<file path="src/rtl/fft_butterfly_if.sv">
// Bundle of the butterfly's data, handshake and twiddle-ROM signals.
// The slave modport is the butterfly's view; the master modport is the view of
// whatever feeds it and also owns the twiddle ROM.
interface fft_butterfly_if #(
   parameter int DATA_WIDTH    = 16,
   parameter int TWIDDLE_WIDTH = 16,
   parameter int ADDR_WIDTH    = 9
);
   logic                            stall;
   logic                            in_valid;
   logic signed [DATA_WIDTH-1:0]    a_re, a_im, b_re, b_im;
   logic        [ADDR_WIDTH-1:0]    twiddle_index;
   logic                            scale;
   logic        [ADDR_WIDTH-1:0]    twiddle_address;
   logic signed [TWIDDLE_WIDTH-1:0] real_twiddle, imag_twiddle;
   logic                            out_valid;
   logic signed [DATA_WIDTH-1:0]    y0_re, y0_im, y1_re, y1_im;
   logic                            clear_overflow;
   logic                            overflow;

   modport slave (
      input  stall, in_valid, a_re, a_im, b_re, b_im, twiddle_index, scale,
             real_twiddle, imag_twiddle, clear_overflow,
      output twiddle_address, out_valid, y0_re, y0_im, y1_re, y1_im, overflow
   );

   modport master (
      output stall, in_valid, a_re, a_im, b_re, b_im, twiddle_index, scale,
             real_twiddle, imag_twiddle, clear_overflow,
      input  twiddle_address, out_valid, y0_re, y0_im, y1_re, y1_im, overflow
   );
endinterface

</file>
<file path="src/rtl/fft_butterfly.sv">
// Radix-2 DIT butterfly: Y0 = A + B*W, Y1 = A - B*W.
// Four-stage pipeline (accept, multiply, round, add/saturate) at one pair per
// cycle.  The twiddle ROM is registered, so the address is presented
// combinationally in the accept cycle and the ROM data lines up with stage 2.
// A global stall freezes every stage and holds the ROM address.
module fft_butterfly #(
   parameter int DATA_WIDTH    = 16,
   parameter int TWIDDLE_WIDTH = 16,
   parameter int ADDR_WIDTH    = 9
) (
   input  logic            clock,
   input  logic            reset,
   fft_butterfly_if.slave  bus
);
   localparam int PW = DATA_WIDTH + TWIDDLE_WIDTH;   // full product width
   localparam int SW = DATA_WIDTH + 2;               // twiddled/sum width
   localparam int FB = TWIDDLE_WIDTH - 2;            // twiddle fraction bits
   localparam logic signed [PW:0] RND = (PW+1)'(1) << (TWIDDLE_WIDTH-3);

   logic                          w_accept;
   logic [4:1]                    r_vld;
   logic [ADDR_WIDTH-1:0]         r_addr;

   logic signed [DATA_WIDTH-1:0]  r_a1_re, r_a1_im, r_b1_re, r_b1_im;
   logic signed [DATA_WIDTH-1:0]  r_a2_re, r_a2_im, r_a3_re, r_a3_im;
   logic                          r_sc1, r_sc2, r_sc3;
   logic signed [PW-1:0]          r_p_rr, r_p_ii, r_p_ri, r_p_ir;
   logic signed [PW:0]            w_t_re, w_t_im;
   logic signed [SW-1:0]          r_t_re, r_t_im;
   logic signed [SW-1:0]          w_a_re, w_a_im;
   logic signed [SW-1:0]          w_sum [4];
   logic        [DATA_WIDTH:0]    w_sat [4];
   logic                          w_any_sat;
   logic signed [DATA_WIDTH-1:0]  r_y [4];
   logic                          r_ovf;

   // Clamp a stage-4 sum to DATA_WIDTH; MSB of the result flags a clamp.
   function automatic logic [DATA_WIDTH:0] sat(input logic [SW-1:0] v);
      logic fits;
      fits = (&v[SW-1:DATA_WIDTH-1]) | ~(|v[SW-1:DATA_WIDTH-1]);
      if (fits) sat = {1'b0, v[DATA_WIDTH-1:0]};
      else      sat = {1'b1, v[SW-1], {(DATA_WIDTH-1){~v[SW-1]}}};
   endfunction

   assign w_accept = bus.in_valid & ~bus.stall;

   // Remember the last accepted index so the ROM keeps re-reading it while idle or stalled.
   always_ff @(posedge clock or negedge reset) begin
      if (!reset)        r_addr <= '0;
      else if (w_accept) r_addr <= bus.twiddle_index;
   end

   assign bus.twiddle_address = !reset ? '0 : (w_accept ? bus.twiddle_index : r_addr);

   // Valid shift register; bubbles travel as zeros.
   always_ff @(posedge clock or negedge reset) begin
      if (!reset)           r_vld <= '0;
      else if (!bus.stall)  r_vld <= {r_vld[3:1], bus.in_valid};
   end

   // Stage 1: capture operands.
   always_ff @(posedge clock or negedge reset) begin
      if (!reset) begin
         r_a1_re <= '0; r_a1_im <= '0; r_b1_re <= '0; r_b1_im <= '0; r_sc1 <= 1'b0;
      end else if (!bus.stall) begin
         r_a1_re <= bus.a_re; r_a1_im <= bus.a_im;
         r_b1_re <= bus.b_re; r_b1_im <= bus.b_im;
         r_sc1   <= bus.scale;
      end
   end

   // Stage 2: four full-width products against the ROM data of this cycle.
   always_ff @(posedge clock or negedge reset) begin
      if (!reset) begin
         r_p_rr <= '0; r_p_ii <= '0; r_p_ri <= '0; r_p_ir <= '0;
         r_a2_re <= '0; r_a2_im <= '0; r_sc2 <= 1'b0;
      end else if (!bus.stall) begin
         r_p_rr  <= PW'(r_b1_re) * PW'(bus.real_twiddle);
         r_p_ii  <= PW'(r_b1_im) * PW'(bus.imag_twiddle);
         r_p_ri  <= PW'(r_b1_re) * PW'(bus.imag_twiddle);
         r_p_ir  <= PW'(r_b1_im) * PW'(bus.real_twiddle);
         r_a2_re <= r_a1_re; r_a2_im <= r_a1_im;
         r_sc2   <= r_sc1;
      end
   end

   assign w_t_re = (PW+1)'(r_p_rr) - (PW+1)'(r_p_ii) + RND;
   assign w_t_im = (PW+1)'(r_p_ri) + (PW+1)'(r_p_ir) + RND;

   // Stage 3: round-half-up and drop the twiddle fraction bits.
   always_ff @(posedge clock or negedge reset) begin
      if (!reset) begin
         r_t_re <= '0; r_t_im <= '0; r_a3_re <= '0; r_a3_im <= '0; r_sc3 <= 1'b0;
      end else if (!bus.stall) begin
         r_t_re  <= SW'(w_t_re >>> FB);
         r_t_im  <= SW'(w_t_im >>> FB);
         r_a3_re <= r_a2_re; r_a3_im <= r_a2_im;
         r_sc3   <= r_sc2;
      end
   end

   assign w_a_re = SW'(r_a3_re);
   assign w_a_im = SW'(r_a3_im);

   // Butterfly add/sub, optional halving, saturation to DATA_WIDTH.
   always_comb begin
      w_any_sat = 1'b0;
      w_sum[0]  = w_a_re + r_t_re;
      w_sum[1]  = w_a_im + r_t_im;
      w_sum[2]  = w_a_re - r_t_re;
      w_sum[3]  = w_a_im - r_t_im;
      for (int i = 0; i < 4; i++) begin
         if (r_sc3) w_sum[i] = w_sum[i] >>> 1;
         w_sat[i]  = sat(w_sum[i]);
         w_any_sat = w_any_sat | w_sat[i][DATA_WIDTH];
      end
   end

   // Stage 4: output registers.
   always_ff @(posedge clock or negedge reset) begin
      if (!reset) begin
         for (int i = 0; i < 4; i++) r_y[i] <= '0;
      end else if (!bus.stall) begin
         for (int i = 0; i < 4; i++) r_y[i] <= w_sat[i][DATA_WIDTH-1:0];
      end
   end

   // Sticky overflow: only valid slots set it, and a set beats a same-cycle clear.
   always_ff @(posedge clock or negedge reset) begin
      if (!reset)                                  r_ovf <= 1'b0;
      else if (!bus.stall && r_vld[3] && w_any_sat) r_ovf <= 1'b1;
      else if (bus.clear_overflow)                 r_ovf <= 1'b0;
   end

   assign bus.out_valid = r_vld[4];
   assign bus.y0_re     = r_y[0];
   assign bus.y0_im     = r_y[1];
   assign bus.y1_re     = r_y[2];
   assign bus.y1_im     = r_y[3];
   assign bus.overflow  = r_ovf;
endmodule

</file>
<file path="src/flat_wrapper.sv">
// flat-port wrapper written by rule: the top's interface ports become plain ports
module fft_butterfly_flat 
#(
   parameter int DATA_WIDTH    = 16,
   parameter int TWIDDLE_WIDTH = 16,
   parameter int ADDR_WIDTH    = 9
)
  (clock, reset, bus_stall, bus_in_valid, bus_a_re, bus_a_im, bus_b_re, bus_b_im, bus_twiddle_index, bus_scale, bus_real_twiddle, bus_imag_twiddle, bus_clear_overflow, bus_twiddle_address, bus_out_valid, bus_y0_re, bus_y0_im, bus_y1_re, bus_y1_im, bus_overflow);
  fft_butterfly_if #(.DATA_WIDTH(DATA_WIDTH), .TWIDDLE_WIDTH(TWIDDLE_WIDTH), .ADDR_WIDTH(ADDR_WIDTH)) bus_i ();
  input  logic clock;
  input  logic reset;
  input wire logic [$bits(bus_i.stall)-1:0] bus_stall;
  input wire logic [$bits(bus_i.in_valid)-1:0] bus_in_valid;
  input wire logic [$bits(bus_i.a_re)-1:0] bus_a_re;
  input wire logic [$bits(bus_i.a_im)-1:0] bus_a_im;
  input wire logic [$bits(bus_i.b_re)-1:0] bus_b_re;
  input wire logic [$bits(bus_i.b_im)-1:0] bus_b_im;
  input wire logic [$bits(bus_i.twiddle_index)-1:0] bus_twiddle_index;
  input wire logic [$bits(bus_i.scale)-1:0] bus_scale;
  input wire logic [$bits(bus_i.real_twiddle)-1:0] bus_real_twiddle;
  input wire logic [$bits(bus_i.imag_twiddle)-1:0] bus_imag_twiddle;
  input wire logic [$bits(bus_i.clear_overflow)-1:0] bus_clear_overflow;
  output wire logic [$bits(bus_i.twiddle_address)-1:0] bus_twiddle_address;
  output wire logic [$bits(bus_i.out_valid)-1:0] bus_out_valid;
  output wire logic [$bits(bus_i.y0_re)-1:0] bus_y0_re;
  output wire logic [$bits(bus_i.y0_im)-1:0] bus_y0_im;
  output wire logic [$bits(bus_i.y1_re)-1:0] bus_y1_re;
  output wire logic [$bits(bus_i.y1_im)-1:0] bus_y1_im;
  output wire logic [$bits(bus_i.overflow)-1:0] bus_overflow;
  assign bus_i.stall = bus_stall;
  assign bus_i.in_valid = bus_in_valid;
  assign bus_i.a_re = bus_a_re;
  assign bus_i.a_im = bus_a_im;
  assign bus_i.b_re = bus_b_re;
  assign bus_i.b_im = bus_b_im;
  assign bus_i.twiddle_index = bus_twiddle_index;
  assign bus_i.scale = bus_scale;
  assign bus_i.real_twiddle = bus_real_twiddle;
  assign bus_i.imag_twiddle = bus_imag_twiddle;
  assign bus_i.clear_overflow = bus_clear_overflow;
  assign bus_twiddle_address = bus_i.twiddle_address;
  assign bus_out_valid = bus_i.out_valid;
  assign bus_y0_re = bus_i.y0_re;
  assign bus_y0_im = bus_i.y0_im;
  assign bus_y1_re = bus_i.y1_re;
  assign bus_y1_im = bus_i.y1_im;
  assign bus_overflow = bus_i.overflow;
  fft_butterfly #(.DATA_WIDTH(DATA_WIDTH), .TWIDDLE_WIDTH(TWIDDLE_WIDTH), .ADDR_WIDTH(ADDR_WIDTH)) u_core (.clock(clock), .reset(reset), .bus(bus_i));
endmodule
</file>
<file path="config.mk">
export PLATFORM = sky130hd
export DESIGN_NAME = fft_butterfly_flat
export DESIGN_NICKNAME = d
export VERILOG_FILES = /design/src/rtl/fft_butterfly_if.sv /design/src/rtl/fft_butterfly.sv /design/src/flat_wrapper.sv
export SDC_FILE = /design/constraint.sdc
export NUM_CORES = 2
export LEC_CHECK = 0
export CORE_ASPECT_RATIO = 1.5
export CORE_MARGIN = 2
export CORE_UTILIZATION = 65
export CTS_CLUSTER_SIZE = 30
export DETAILED_ROUTE_END_ITERATION = 10
export PLACE_DENSITY_LB_ADDON = 0.15
export SLEW_MARGIN = 20
export SYNTH_ARGS = -nofsm -noshare
export SYNTH_HDL_FRONTEND = slang
export SYNTH_SLANG_ARGS = --single-unit
</file>
<file path="constraint.sdc">
create_clock -name clock -period 6.8 [get_ports clock]
set_input_delay 2.04 -clock clock [delete_from_list [all_inputs] [get_ports clock]]
set_output_delay 2.04 -clock clock [all_outputs]
set_load 0.005 [all_outputs]
</file>
==> run metrics <==
status=complete, but fails checks; failing checks=negative setup slack; critical path class=input port to register; Placer Congestion=roughly 0.91; Max Cap Viol=0; Hold Path Class=register to register; Max Slew Vio Count=0; Worst setup SP type=input port; Post-Syn Instances=between 6000 and 7000; Global Route Usage Sum=between 30% and 40%; pin count of the biggest net entering global routing=95; non-filler cells, final=~8300; endpoints failing setup=between 60 and 70; predominant post-synthesis flop cell=dfrtp_1; initial antenna violation count=8; Clk Latency, worst-skew pair=approximately 0.62 ns; CP arrival=around 7.8 ns; Slew HR=between 20 and 30%; Core Area=91550 sq um; starting density of the core=between 60% and 70%; Synth Net Count=around 8000; yosys synthesis warning count=0; Synth Cell Area=~60000 sq um; CTS tree=yes; width of the die=252.2 um; I/O pin cnt=~190; DRT iter0 DRCs=between 3000 and 4000; FF+latch count, synth=373; Worst Hold Slack=~0.48 ns; H-tree levels=2; crit path setup slack, layout=-0.5405 ns; Max Fclk=0.1362 GHz; Site Rows=roughly 140; first-pass GRT wire length=271200 um; Core Util, Final=80.78%; Finished Cell Area=73950 sq um; fraction of registers with async set/reset=between 90% and 100%; share of layout cells above drive strength 1=roughly 23%; routed len/inst=~21 um; Worst EP required=7.24 ns; DIE AREA=around 95000 sq um; period utilisation layout=107.9%; pin slew with the least headroom to its limit=approximately 1.1 ns; Netlist cell types=between 90 and 100; Post-Route WL=between 150000 and 200000 um; via/cell ratio=around 5.7; Tmin final=approximately 7.3 ns; Clock transition at path regs=0.06 ns; Final #Nets=roughly 8800; Critical Path End Type=register; DP Area=a little under 70000 sq um; area grow syn2layout=23.09%; post-DP HPWL=between 100000 and 150000 um; CTS Buffer Depth=3; Congestion Overflow GR=0; Via Count=47580; Avg Cell Area, Syn=roughly 9.4 sq um; skew final=roughly 0.022 ns; Final Hold Viols=0; RSZ-0062 raised after global routing=true; Clock Sinks=373; 1st-pass router iterations=5; Root Buffer=clkbuf_16; DRC=0; CTS Buf Count=45; port buffer count=185; Routed Antenna Nets=0; register area share after synthesis=15.54%; Die Height=approximately 380 um; vias in the first global route=51790; number of flops mapped to enable cells by yosys=0; Hold-fix buffers, CTS=0; worst-path maximum fanout=6; Cells after DPL=8046
-- kinds of logic (layout without fill, tap and decap cells) --
family	Yosys count	in the layout	share of synthesized area, %
compound gates	794	794	8.557
xor+xnor	231	231	3.380
fa+ha+maj	1566	1566	45.76
buf+inv	1581	2335	9.949
flops	373	373	15.54
mux	192	192	3.555
other cells	0	4	0
simple gates	1633	1633	13.26
-- layout by cell type (no fill, tap or decap), types with 20 or more instances in the layout --
master           count
inv_1             1209
fa_1               987
nand2_1            697
buf_4              587
ha_1               454
and2_1             424
dfrtp_1            372
mux2_2             170
clkdlybuf4s50_1    153
o21ai_0            149
nor2_1             146
xnor2_1            145
a21oi_1            129
a21o_1              99
buf_6               96
inv_2               85
and2_4              75
buf_12              67
fa_2                65
xor2_1              64
o21ai_1             58
nand2b_1            51
clkbuf_16           51
ha_4                49
o21a_1              44
a21oi_2             40
nor3_1              30
a2bb2oi_1           29
nand2_2             28
nand3_1             27
o211ai_1            27
o21ai_2             26
mux2i_1             21
o31ai_1             20
-- per-stage QoR --
stage                     setup slack, ns  TNS, ns
final                             -0.5405   -18.66
after global routing              -0.7485   -29.24
after CTS                         -0.5844   -15.84
after detailed placement           -1.666  -102.91
after global placement             -1.586   -97.69
after floorplan                   -0.6128   -14.12
-- state kept, by name, summed over array words and instances (netlist names), 18 cells and up --
register / cells
u_core.r_p_ii: 32
u_core.r_p_rr: 32
u_core.r_t_re: 18
u_core.r_p_ir: 32
u_core.r_p_ri: 32
u_core.r_t_im: 18
-- synthesized netlist by cell type, types with 6 or more instances --
library cell  instances  share of area [%]
buf_1                12              0.075
buf_2                13               0.11
or3_1                20               0.21
nand4_1              15               0.16
nor3b_1              13               0.16
a21oi_1             176                1.5
o21ai_1              10              0.083
nand2_1             737                4.6
and2_1              498                5.2
a21boi_0              6              0.075
a21bo_2               6               0.10
mux2_2              171                3.2
nor2b_1              21               0.22
o21ai_0             228                1.9
dfrtp_1             373                 16
a31oi_1              20               0.21
xor2_1               70                1.0
nand2b_1             53               0.55
xnor2_1             160                2.3
inv_1              1295                8.1
a211oi_1             18               0.22
and3_1               17               0.18
clkbuf_1            254                1.6
o21a_1               47               0.59
mux2i_1              21               0.35
o31ai_1              30               0.37
nand3_1              32               0.27
nor4_1                9              0.094
ha_1                514                 11
fa_1               1052                 35
o21bai_1             22               0.27
nor3_1               36               0.30
nor2_1              156               0.97
o211ai_1             27               0.34
a21o_1               99                1.2
a2bb2oi_1            29               0.42
-- path summary, 6_finish.rpt --
path	startpoint	to	slack, ns	depth (start not counted)
worst min register to register	u_core.bus.y1_im[9]	u_core.bus.y1_im[9]	0.48	1
min in group asynchronous	reset	u_core.r_addr[0]	1.41	1
worst max-delay path	bus_imag_twiddle[4]	u_core.r_p_ii[31]	-0.54	26
max in group asynchronous	reset	u_core.r_p_ri[30]	2.60	4
worst min-delay path	u_core.bus.y1_im[9]	u_core.bus.y1_im[9]	0.48	1
worst max register to register	u_core.r_b1_im[9]	u_core.r_p_ir[29]	-0.07	24
-- routing by layer --
| layer | vias to the layer above | part of all wire (%) | track usage (%) |
|---|---|---|---|
| met1 | 23860 | 34 | 42.57 |
| met4 | 2 | 9.6 | 27.75 |
| met2 | 1958 | 49 | 63.17 |
| li1 | 21060 | - | - |
| met5 | - | 0.0064 | 0 |
| met3 | 696 | 7.0 | 4.890 |
-- worst max-delay path: stages --
cell and delay [ns]:
buf_12 0.13, buf_16 0.16, buf_12 0.14, and2_4 0.13, fa_1 0.55, inv_2 0.04
fa_2 0.53, fa_1 0.43, fa_1 0.54, inv_2 0.04, fa_1 0.51, inv_1 0.05
fa_2 0.52, inv_2 0.04, ha_4 0.15, a21o_1 0.16, a21o_1 0.16, a21oi_2 0.17
o21a_1 0.17, o41ai_4 0.09, a211oi_2 0.34, o31ai_2 0.15, o31ai_1 0.21, buf_4 0.16
xnor2_2 0.10, o21ai_1 0.06
-- cell type report --
type	instances	area (sq um)
multi-input cells	4416	47280
clock buffers	58	1266
well taps	1173	1468
clock inverters	26	292.8
fillers	5618	17600
diodes	4	10.01
flip-flops and latches	373	9335
repair buffers	954	9428
inverters	1297	4876
-- timing repair --
item                                    in CTS  in global routing
endpoints found under the setup margin      78                 76
hold endpoints to repair                     0                  0
pin swaps                                  294                282
gates cloned                                24                  5
setup buffers                              113                 65
resized for setup                          458                327
Power is left out: the tool's default activity adds up to more than one toggle a clock period on the data nets, which glitch-free logic cannot reach.
